===== config.mk =====
export PLATFORM = sky130hd
export DESIGN_NAME = tof_interval_meter
export DESIGN_NICKNAME = d
export VERILOG_FILES = /design/src/rtl/tof_interval_meter.sv
export SDC_FILE = /design/constraint.sdc
export NUM_CORES = 1
export LEC_CHECK = 0
export CELL_PAD_IN_SITES_DETAIL_PLACEMENT = 1
export CELL_PAD_IN_SITES_GLOBAL_PLACEMENT = 2
export CORE_MARGIN = 2
export CORE_UTILIZATION = 40
export DETAILED_ROUTE_END_ITERATION = 10
export DONT_BUFFER_PORTS = 1
export PLACE_DENSITY_LB_ADDON = 0.1
export REMOVE_ABC_BUFFERS = 1
export SLEW_MARGIN = 25
export SYNTH_ARGS = -nofsm -noshare
export SYNTH_HDL_FRONTEND = slang
export SYNTH_SLANG_ARGS = --single-unit

===== constraint.sdc =====
create_clock -name avmm_clk -period 4.8 [get_ports avmm_clk]
set_input_delay 0.24 -clock avmm_clk [delete_from_list [all_inputs] [get_ports avmm_clk]]
set_output_delay 0.24 -clock avmm_clk [all_outputs]
set_load 0.005 [all_outputs]

===== src/rtl/tof_interval_meter.sv =====
// Time-of-flight interval meter: timestamps up to MAX_STOPS stop edges
// relative to one start edge and exposes the results over Avalon-MM.
module tof_interval_meter #(
  parameter int MAX_STOPS = 5,
  parameter int CNT_W     = 16
) (
  input  logic        avmm_clk,
  input  logic        avmm_reset_n,
  input  logic        avmm_cs,
  input  logic [2:0]  avmm_addr,
  input  logic        avmm_write,
  input  logic [31:0] avmm_writedata,
  input  logic        avmm_read,
  output logic [31:0] avmm_readdata,
  input  logic        start_pulse,
  input  logic        stop_pulse,
  output logic        irq
);

  localparam logic [1:0] ST_IDLE    = 2'd0;
  localparam logic [1:0] ST_ARMED   = 2'd1;
  localparam logic [1:0] ST_MEASURE = 2'd2;
  localparam logic [1:0] ST_DONE    = 2'd3;

  localparam logic [2:0] MAX_CNT  = 3'(MAX_STOPS);
  localparam logic [2:0] LAST_IDX = 3'(MAX_STOPS - 1);

  logic [2:0]       start_sh, stop_sh;
  logic             start_edge, stop_edge;
  logic [1:0]       state;
  logic [CNT_W-1:0] counter, cnt_inc, timeout_reg, eff_timeout;
  logic [2:0]       stop_count, wr_ptr, rd_ptr, fifo_cnt;
  logic             overflow, done, irq_en, done_nxt, irq_en_nxt;
  logic [CNT_W-1:0] fifo_mem [MAX_STOPS];
  logic             bus_wr, bus_rd, arm, abort, push, pop, at_timeout, fifo_empty;
  logic [31:0]      rd_mux;

  // Two-flop synchronizers plus edge-detect stage; equal latency on both lines
  always_ff @(posedge avmm_clk or negedge avmm_reset_n) begin
    if (!avmm_reset_n) begin
      start_sh <= '0;
      stop_sh  <= '0;
    end else begin
      start_sh <= {start_sh[1:0], start_pulse};
      stop_sh  <= {stop_sh[1:0], stop_pulse};
    end
  end

  // Bus decode, edge strobes, counter arithmetic and next-value logic
  always_comb begin
    start_edge  = start_sh[1] & ~start_sh[2];
    stop_edge   = stop_sh[1] & ~stop_sh[2];
    bus_wr      = avmm_cs & avmm_write;
    bus_rd      = avmm_cs & avmm_read & ~avmm_write;
    abort       = bus_wr && (avmm_addr == 3'd0) && avmm_writedata[1];
    arm         = bus_wr && (avmm_addr == 3'd0) && avmm_writedata[0] && !avmm_writedata[1];
    fifo_empty  = (fifo_cnt == 3'd0);
    pop         = bus_rd && (avmm_addr == 3'd3) && !fifo_empty;
    eff_timeout = (timeout_reg == '0) ? '1 : timeout_reg;
    // Captures use the post-increment value so a stop one cycle after start reads as 1
    cnt_inc     = (counter == '1) ? counter : counter + CNT_W'(1);
    at_timeout  = (state == ST_MEASURE) && (cnt_inc == eff_timeout);
    push        = (state == ST_MEASURE) && stop_edge && (stop_count < MAX_CNT) && !arm && !abort;
    irq_en_nxt  = (bus_wr && (avmm_addr == 3'd4)) ? avmm_writedata[0] : irq_en;
    done_nxt    = done;
    if (bus_wr && (avmm_addr == 3'd4) && avmm_writedata[1])
      done_nxt = 1'b0;
    if (arm)
      done_nxt = 1'b0;
    else if (!abort && at_timeout)
      done_nxt = 1'b1;
  end

  // Read-data multiplexer
  always_comb begin
    rd_mux = '0;
    case (avmm_addr)
      3'd1: rd_mux[7:0] = {fifo_empty, done, overflow, stop_count, state};
      3'd2: rd_mux[CNT_W-1:0] = timeout_reg;
      3'd3: begin
        if (!fifo_empty) begin
          rd_mux[31]        = 1'b1;
          rd_mux[CNT_W-1:0] = fifo_mem[rd_ptr];
        end
      end
      3'd4: rd_mux[0] = irq_en;
      default: rd_mux = '0;
    endcase
  end

  // Measurement state machine, capture bookkeeping and FIFO pointers
  always_ff @(posedge avmm_clk or negedge avmm_reset_n) begin
    if (!avmm_reset_n) begin
      state      <= ST_IDLE;
      counter    <= '0;
      stop_count <= '0;
      overflow   <= 1'b0;
      wr_ptr     <= '0;
      rd_ptr     <= '0;
      fifo_cnt   <= '0;
    end else if (abort) begin
      state <= ST_IDLE;
      if (pop) begin
        rd_ptr   <= (rd_ptr == LAST_IDX) ? '0 : rd_ptr + 3'd1;
        fifo_cnt <= fifo_cnt - 3'd1;
      end
    end else if (arm) begin
      state      <= ST_ARMED;
      stop_count <= '0;
      overflow   <= 1'b0;
      wr_ptr     <= '0;
      rd_ptr     <= '0;
      fifo_cnt   <= '0;
    end else begin
      case (state)
        ST_ARMED: begin
          if (start_edge) begin
            state   <= ST_MEASURE;
            counter <= '0;
          end
        end
        ST_MEASURE: begin
          counter <= cnt_inc;
          if (stop_edge) begin
            if (stop_count < MAX_CNT) stop_count <= stop_count + 3'd1;
            else                      overflow   <= 1'b1;
          end
          if (at_timeout) state <= ST_DONE;
        end
        default: state <= state;
      endcase
      if (push) wr_ptr <= (wr_ptr == LAST_IDX) ? '0 : wr_ptr + 3'd1;
      if (pop)  rd_ptr <= (rd_ptr == LAST_IDX) ? '0 : rd_ptr + 3'd1;
      case ({push, pop})
        2'b10:   fifo_cnt <= fifo_cnt + 3'd1;
        2'b01:   fifo_cnt <= fifo_cnt - 3'd1;
        default: fifo_cnt <= fifo_cnt;
      endcase
    end
  end

  // Result storage; contents are only meaningful between the pointers
  always_ff @(posedge avmm_clk) begin
    if (push) fifo_mem[wr_ptr] <= cnt_inc;
  end

  // Registers, registered read data and interrupt
  always_ff @(posedge avmm_clk or negedge avmm_reset_n) begin
    if (!avmm_reset_n) begin
      timeout_reg   <= '1;
      irq_en        <= 1'b0;
      done          <= 1'b0;
      avmm_readdata <= '0;
      irq           <= 1'b0;
    end else begin
      if (bus_wr && (avmm_addr == 3'd2)) timeout_reg <= avmm_writedata[CNT_W-1:0];
      irq_en <= irq_en_nxt;
      done   <= done_nxt;
      irq    <= done_nxt & irq_en_nxt;
      if (bus_rd) avmm_readdata <= rd_mux;
    end
  end

endmodule


# Word-level counts from Yosys, hierarchy flattened
# Memory sizes are Yosys's and may differ from the RTL's.
# Index checks and enable logic that the tools add are counted.
dict set report word_totals {
  memories 1
  elab_cells 125
  ff_bits 73
  output_inout_bits 33
  ramBits 80
}
dict set report op_classes {
  muxes 40
  order_cmp 1
  n_reduce_logical 35
  addsub 6
  bitwise_logic 11
  eq_ne 17
}
# name depth width read_ports rd_clocked_by_memory_dff write_ports line_no
set mem_list {}
lappend mem_list {fifo_mem 5 16 1 0 1 34} ;# logic [CNT_W-1:0] fifo_mem [MAX_STOPS];
# operator count
set ops {}
lappend ops {{$mux W16} 4}
lappend ops {{$mux W3} 14}
lappend ops {{$pmux W16 S2} 1}
lappend ops {{$pmux W7 S3} 1}
lappend ops {{$add A16 B1 Y16 const B} 1}
lappend ops {{$eq A16 B16 Y1} 1}
lappend ops {{$eq A16 B16 Y1 const B} 1}
lappend ops {{$logic_not A16 Y1} 1}
lappend ops {{$pmux W8 S2} 1}
lappend ops {{$logic_and A1 B1 Y1} 15}
lappend ops {{$add A3 B1 Y3 const B} 4}
lappend ops {{$mux W1} 12}
lappend ops {{$reduce_and A4 Y1} 3}
lappend ops {{$reduce_bool A2 Y1} 5}
lappend ops {{$eq A3 B3 Y1 const B} 3}
lappend ops {{$mux W2} 4}
lappend ops {{$ne A4 B4 Y1 const B} 2}
lappend ops {{$reduce_bool A4 Y1} 2}
lappend ops {{$and A1 B1 Y1} 6}
lappend ops {{$eq A3 B2 Y1 const B} 2}
lappend ops {{$logic_not A3 Y1} 2}
lappend ops {{$pmux W3 S2} 1}
lappend ops {{$not A1 Y1} 5}
lappend ops {{$eq A2 B1 Y1 const B} 2}
lappend ops {{11 further kinds} 17}

# Depth between registers and ports, before layout
dict set report logic_depth {
  word_depth 11
  mapped_depth 11
}

# Worst setup path before layout
# OpenSTA, ideal clock, no wires.
dict set report synth_timing {
  path_type {input port to flip-flop}
  startpoint {input avmm_addr[1]}
  endpoint {memory fifo_mem[4][0], enable pin}
  stages 7
  t_required_ns 4.364
  path_slack_ns 1.047
  arrival_ns 3.317
  setup_ns 0.436
  cell_sequence {clkbuf_1 -> nor3_1 -> and2_1 -> nand2b_1 -> or3_1 -> clkbuf_1 -> nor4b_1}
}
dict set report synth_between {
  elab_chain_cells 9
  elab_cells_between_ends 11
  cone_classes {mux (2); reduce/logical (9)}
}
# element line_no
set synth_lines {}
lappend synth_lines {{start: declaration} 10} ;# input logic [2:0] avmm_addr,
lappend synth_lines {{$logic_not A3 Y1 *} {55, 56}}
lappend synth_lines {{$logic_and A1 B1 Y1 *} {55, 56}}
lappend synth_lines {{$logic_and A1 B1 Y1 (2 in a row)} 56} ;# arm = bus_wr && (avmm_addr == 3'd0) && avmm_writedata[0] && !avmm_writedata[1];
lappend synth_lines {{$logic_not A1 Y1} 63} ;# push = (state == ST_MEASURE) && stop_edge && (stop_count < MAX_CNT) && !arm && !abort;
lappend synth_lines {{$logic_and A1 B1 Y1} 63}
lappend synth_lines {{$logic_and A1 B1 Y1 *} 63}
lappend synth_lines {{$mux W1 *} 144} ;# if (push) fifo_mem[wr_ptr] <= cnt_inc;
lappend synth_lines {{$mux W1 (implied by the code) *} 144}
lappend synth_lines {{end: declaration} 34}
# Every way passes the cells marked *; elsewhere a longest branch is shown, timed or not.

# Worst setup path after layout
dict set report layout_timing {
  startpoint {register counter[0]}
  endpoint {register irq}
}
dict set report layout_between {
  elab_chain_cells 8
  elab_cells_between_ends 9
  cone_classes {add/sub (1); eq/ne (2); mux (3); bitwise (1); reduce/logical (2)}
}
# element line_no
set layout_lines {}
lappend layout_lines {{start: declaration} 31} ;# logic [CNT_W-1:0] counter, cnt_inc, timeout_reg, eff_timeout;
lappend layout_lines {{start signal: assignment} 123} ;# counter <= cnt_inc;
lappend layout_lines {{$add A16 B1 Y16 or $eq A16 B16 Y1 (tied branches)} 61} ;# cnt_inc = (counter == '1) ? counter : counter + CNT_W'(1);
lappend layout_lines {{$mux W16 *} 61}
lappend layout_lines {{net cnt_inc[9]} 31}
lappend layout_lines {{$eq A16 B16 Y1 *} 62} ;# at_timeout = (state == ST_MEASURE) && (cnt_inc == eff_timeout);
lappend layout_lines {{$logic_and A1 B1 Y1 *} 62}
lappend layout_lines {{$logic_and A1 B1 Y1 *} 70} ;# else if (!abort && at_timeout)
lappend layout_lines {{$mux W1 *} 70}
lappend layout_lines {{$mux W1 *} 68} ;# if (arm)
lappend layout_lines {{$and A1 B1 Y1 *} 159} ;# irq <= done_nxt & irq_en_nxt;
lappend layout_lines {{end signal: assignment} 159}
lappend layout_lines {{end: declaration} 17} ;# output logic irq
# Mark *: on every way through the listed nets, which the timed path passes. The rest lies on a longest branch.
# A chain may end at the register's enable or synchronous reset.

==> results.md <==
* Status: finished clean
* Num ports at 75
* Tightest Pin Transition at around 0.96 ns
* # setup viols final at 0
* Routed vias/inst at roughly 5.7
* Clock buffer depth at 2
* Routed vias at slightly below 5k
* Worst Hold Class: primary input to flip-flop
* Die area at 0.01951 mm2
* Num rows at between 40 and 50
* Die height at ~140 um
* Clock buffer count from CTS at 17
* Yosys warnings at 0
* Mapped Cells at slightly below 600
* Top post-synthesis cells by area: edfxtp_1, dfrtp_1, dfstp_2
* Gr usage total at 0.2130
* Top cell type by total area after synthesis: edfxtp_1
* Critical Path RT at just over 5 ns
* Port-buffer cells at 0
* Worst setup EP type: flip-flop
* Post-CTS setup buffer count at 0
* Core footprint at roughly 0.018 mm2
* Horiz. Die Dim at 139.7 um
* Detail Route Antenna Nets at 0
* DRT iter0 DRCs at between 300 and 400
* Initial antenna violation count at 0
* N_diodes at 0
* DRC violations left at 0
* Clock transition at the registers of the reported paths at roughly 0.060 ns
* Post-synth top area share at 0.3262
* Detail Placement HPWL at approximately 13000 um
* Post-synth EDFFs at 80
* Fin crit period at roughly 3.3 ns
* Max reg flops at 80
* Fillers at ~1.9k
* Wire per inst at 23.06 um
* CP Max Fanout at 9
* Regs by FF count: fifo_mem x80, avmm_readdata x17
* First-pass GRT wire length at 31650 um
* Layout Nets at 670
* Asr flop ratio synth at 0.4771
* CTS tree: built
* Largest net degree at the start of global routing at 74
* Pwr Density at slightly above 500 mW/mm2
* Slew Limit Fails at 0
* RSZ-0062 raised after global routing: false
* Main flop type after synthesis: edfxtp_1
* Fin Clk Skew at between 0.01 and 0.015 ns
* Mapped Area at about 0.0074 mm2
* Worst setup SP type: flip-flop
* Clk root buf: clkbuf_16
* TritonCTS Sinks at between 150 and 200
* Tcrit/Tclk final at 0.6907
* Seq/Total Area, Yosys at 0.5770
* # resized after CTS at 0
* Distinct cells, synth at 61
* Clk_lat worst skew at around 0.43 ns
* Final Hold Vio Count at 0
* Share of cells above drive strength 1 at 0.1590
* Htree depth at 4
* Crit Path Category: flip-flop to flip-flop
* Area grow syn2layout at 14.27%
* Max cap viols at 0
* Area of the multi-input gates at between 0.002 and 0.003 mm2
* Global route overflow at 0
* Wirelength, routed at 19790 um
* Seq cells post-synth at about 150
* Drt pass-1 iters at 4
* Lkg Pwr at about 3.2 nW
* Max Fclk at between 300 and 400 MHz
* Register name with the most flops: fifo_mem
* Slew headroom at 0.3620
* Vias in the first global route at between 5k and 6k
* VDD IR-drop max at ~0.00022 V
* Post-Synthesis Mean Instance Area at about 12 um2
* Global placement routability congestion at 0.7766
* Starting Density at 0.4086
* Register area at around 0.0042 mm2
* Post-layout util at 0.4669
* CP arrival at between 3 and 4 ns
* Total negative setup slack at 0 ns
-- cells in the mapped netlist, types with 3 or more instances --
library cell	count
inv_1	33
edfxtp_1	80
nand3_1	13
and4_1	4
o21ai_0	34
o22ai_1	20
nand3b_1	3
a22oi_1	6
nand2b_1	9
o21a_1	6
a22o_1	18
nand4_1	3
buf_4	17
dfrtp_1	57
xnor2_1	11
mux2i_1	26
buf_2	4
nor2_1	36
or3_1	5
buf_1	3
nor3_1	6
a21oi_1	27
nand2_1	39
clkbuf_1	19
dfstp_2	16
ha_1	12
nor2b_1	5
mux4_2	16
a21o_1	3
and3_1	5
nor4_1	10
mux2_2	11
-- logic make-up (layout without fill, tap and decap cells) --
family,Yosys count,after routing,synth area share
flip-flops,153,153,0.5770
XOR/XNOR,13,13,0.01546
AO/OA/AOI/OAI,136,136,0.1216
adder cells (fa/ha/maj),12,12,0.02039
other,1,15,0.0005092
AND/OR/NAND/NOR,152,152,0.1140
buffers and inverters,76,94,0.04808
multiplexers,54,54,0.1030
-- layout make-up --
class                      count  area share
inverter                      33     0.01472
sequential                   153      0.5049
timing repair buffer          29     0.03390
clock inverter                14     0.02394
clock buffer                  18     0.05100
tap                          229     0.03405
multi-input combinational    382      0.3375
-- report_power, final --
group | switching [mW] | internal, mW | total [mW]
combinational | 0.580 | 0.404 | 0.984
sequential | 0.215 | 1.65 | 1.86
clock | 0.601 | 0.844 | 1.44
total | 1.40 | 2.90 | 4.29
-- cells in the final DEF, fill, tap and decap left out, drive strengths merged, types with 3 or more instances in the layout --
| cell | n |
|---|---|
| mux2 | 11 |
| nor4 | 12 |
| a22o | 18 |
| mux4 | 16 |
| edfxtp | 80 |
| clkbuf | 18 |
| bufinv | 3 |
| and4 | 4 |
| conb | 15 |
| buf | 10 |
| nor3 | 7 |
| nand2b | 9 |
| or3 | 5 |
| dfstp | 16 |
| mux2i | 27 |
| ha | 12 |
| nand3b | 3 |
| a21o | 3 |
| o22ai | 20 |
| o21a | 6 |
| nand4 | 5 |
| nand2 | 39 |
| nand3 | 15 |
| dlygate4sd3 | 19 |
| xnor2 | 11 |
| a21oi | 27 |
| and3 | 5 |
| inv | 41 |
| nor2b | 5 |
| a22oi | 6 |
| nor2 | 36 |
| dfrtp | 57 |
| o21ai | 35 |
-- per-stage QoR --
stage	cells	hold WS, ns	setup slack [ns]	area, um2	total power, mW
CTS	858	0.06351	1.522	8416	4.344
detailed placement	806	-0.05389	1.463	7567	2.852
global placement	806	-0.05394	1.593	7562	2.797
finish	858	0.07798	1.485	8416	4.291
global route	858	0.06908	1.214	8416	4.526
floorplan	568	-0.05559	1.240	7187	2.494
-- metal layers --
layer	up-vias	wire [um]	track usage
met5	-	0	0
li1	2241	-	-
met3	13	656	0.04267
met1	2534	9119	0.2913
met2	83	9831	0.3522
met4	0	178	0.05000
-- timing repair --
item                                    in CTS  in global routing
hold buffers                                20                  0
endpoints found under the setup margin       0                  0
endpoints found under the hold margin       92                  0
-- final timing paths --
check / from / end / slack (ns) / cells past startpoint
hold / removal: avmm_addr[2] / irq_en$_DFF_PN0_ / 0.08 / 2
setup reg to reg: counter[0]$_DFFE_PN0P_ / irq$_DFF_PN0_ / 1.48 / 9
setup / recovery: counter[0]$_DFFE_PN0P_ / irq$_DFF_PN0_ / 1.48 / 9
max in group asynchronous: avmm_reset_n / timeout_reg[8]$_DFFE_PN1P_ / 4.03 / 2
hold reg to reg: stop_sh[0]$_DFF_PN0_ / stop_sh[1]$_DFF_PN0_ / 0.35 / 0
min in group asynchronous: avmm_reset_n / rd_ptr[2]$_DFF_PN0_ / 0.37 / 2
-- worst max-delay path, cell delays in order (launching register included) --
cell,delay (ns)
dfrtp_1,0.47
ha_1,0.33
nand3_2,0.26
nor3_1,0.41
nor3_2,0.12
xor2_1,0.58
xnor2_1,0.19
a32oi_1,0.11
nor4_4,0.50
a32o_1,0.26
(Power assumes the default switching activity.)
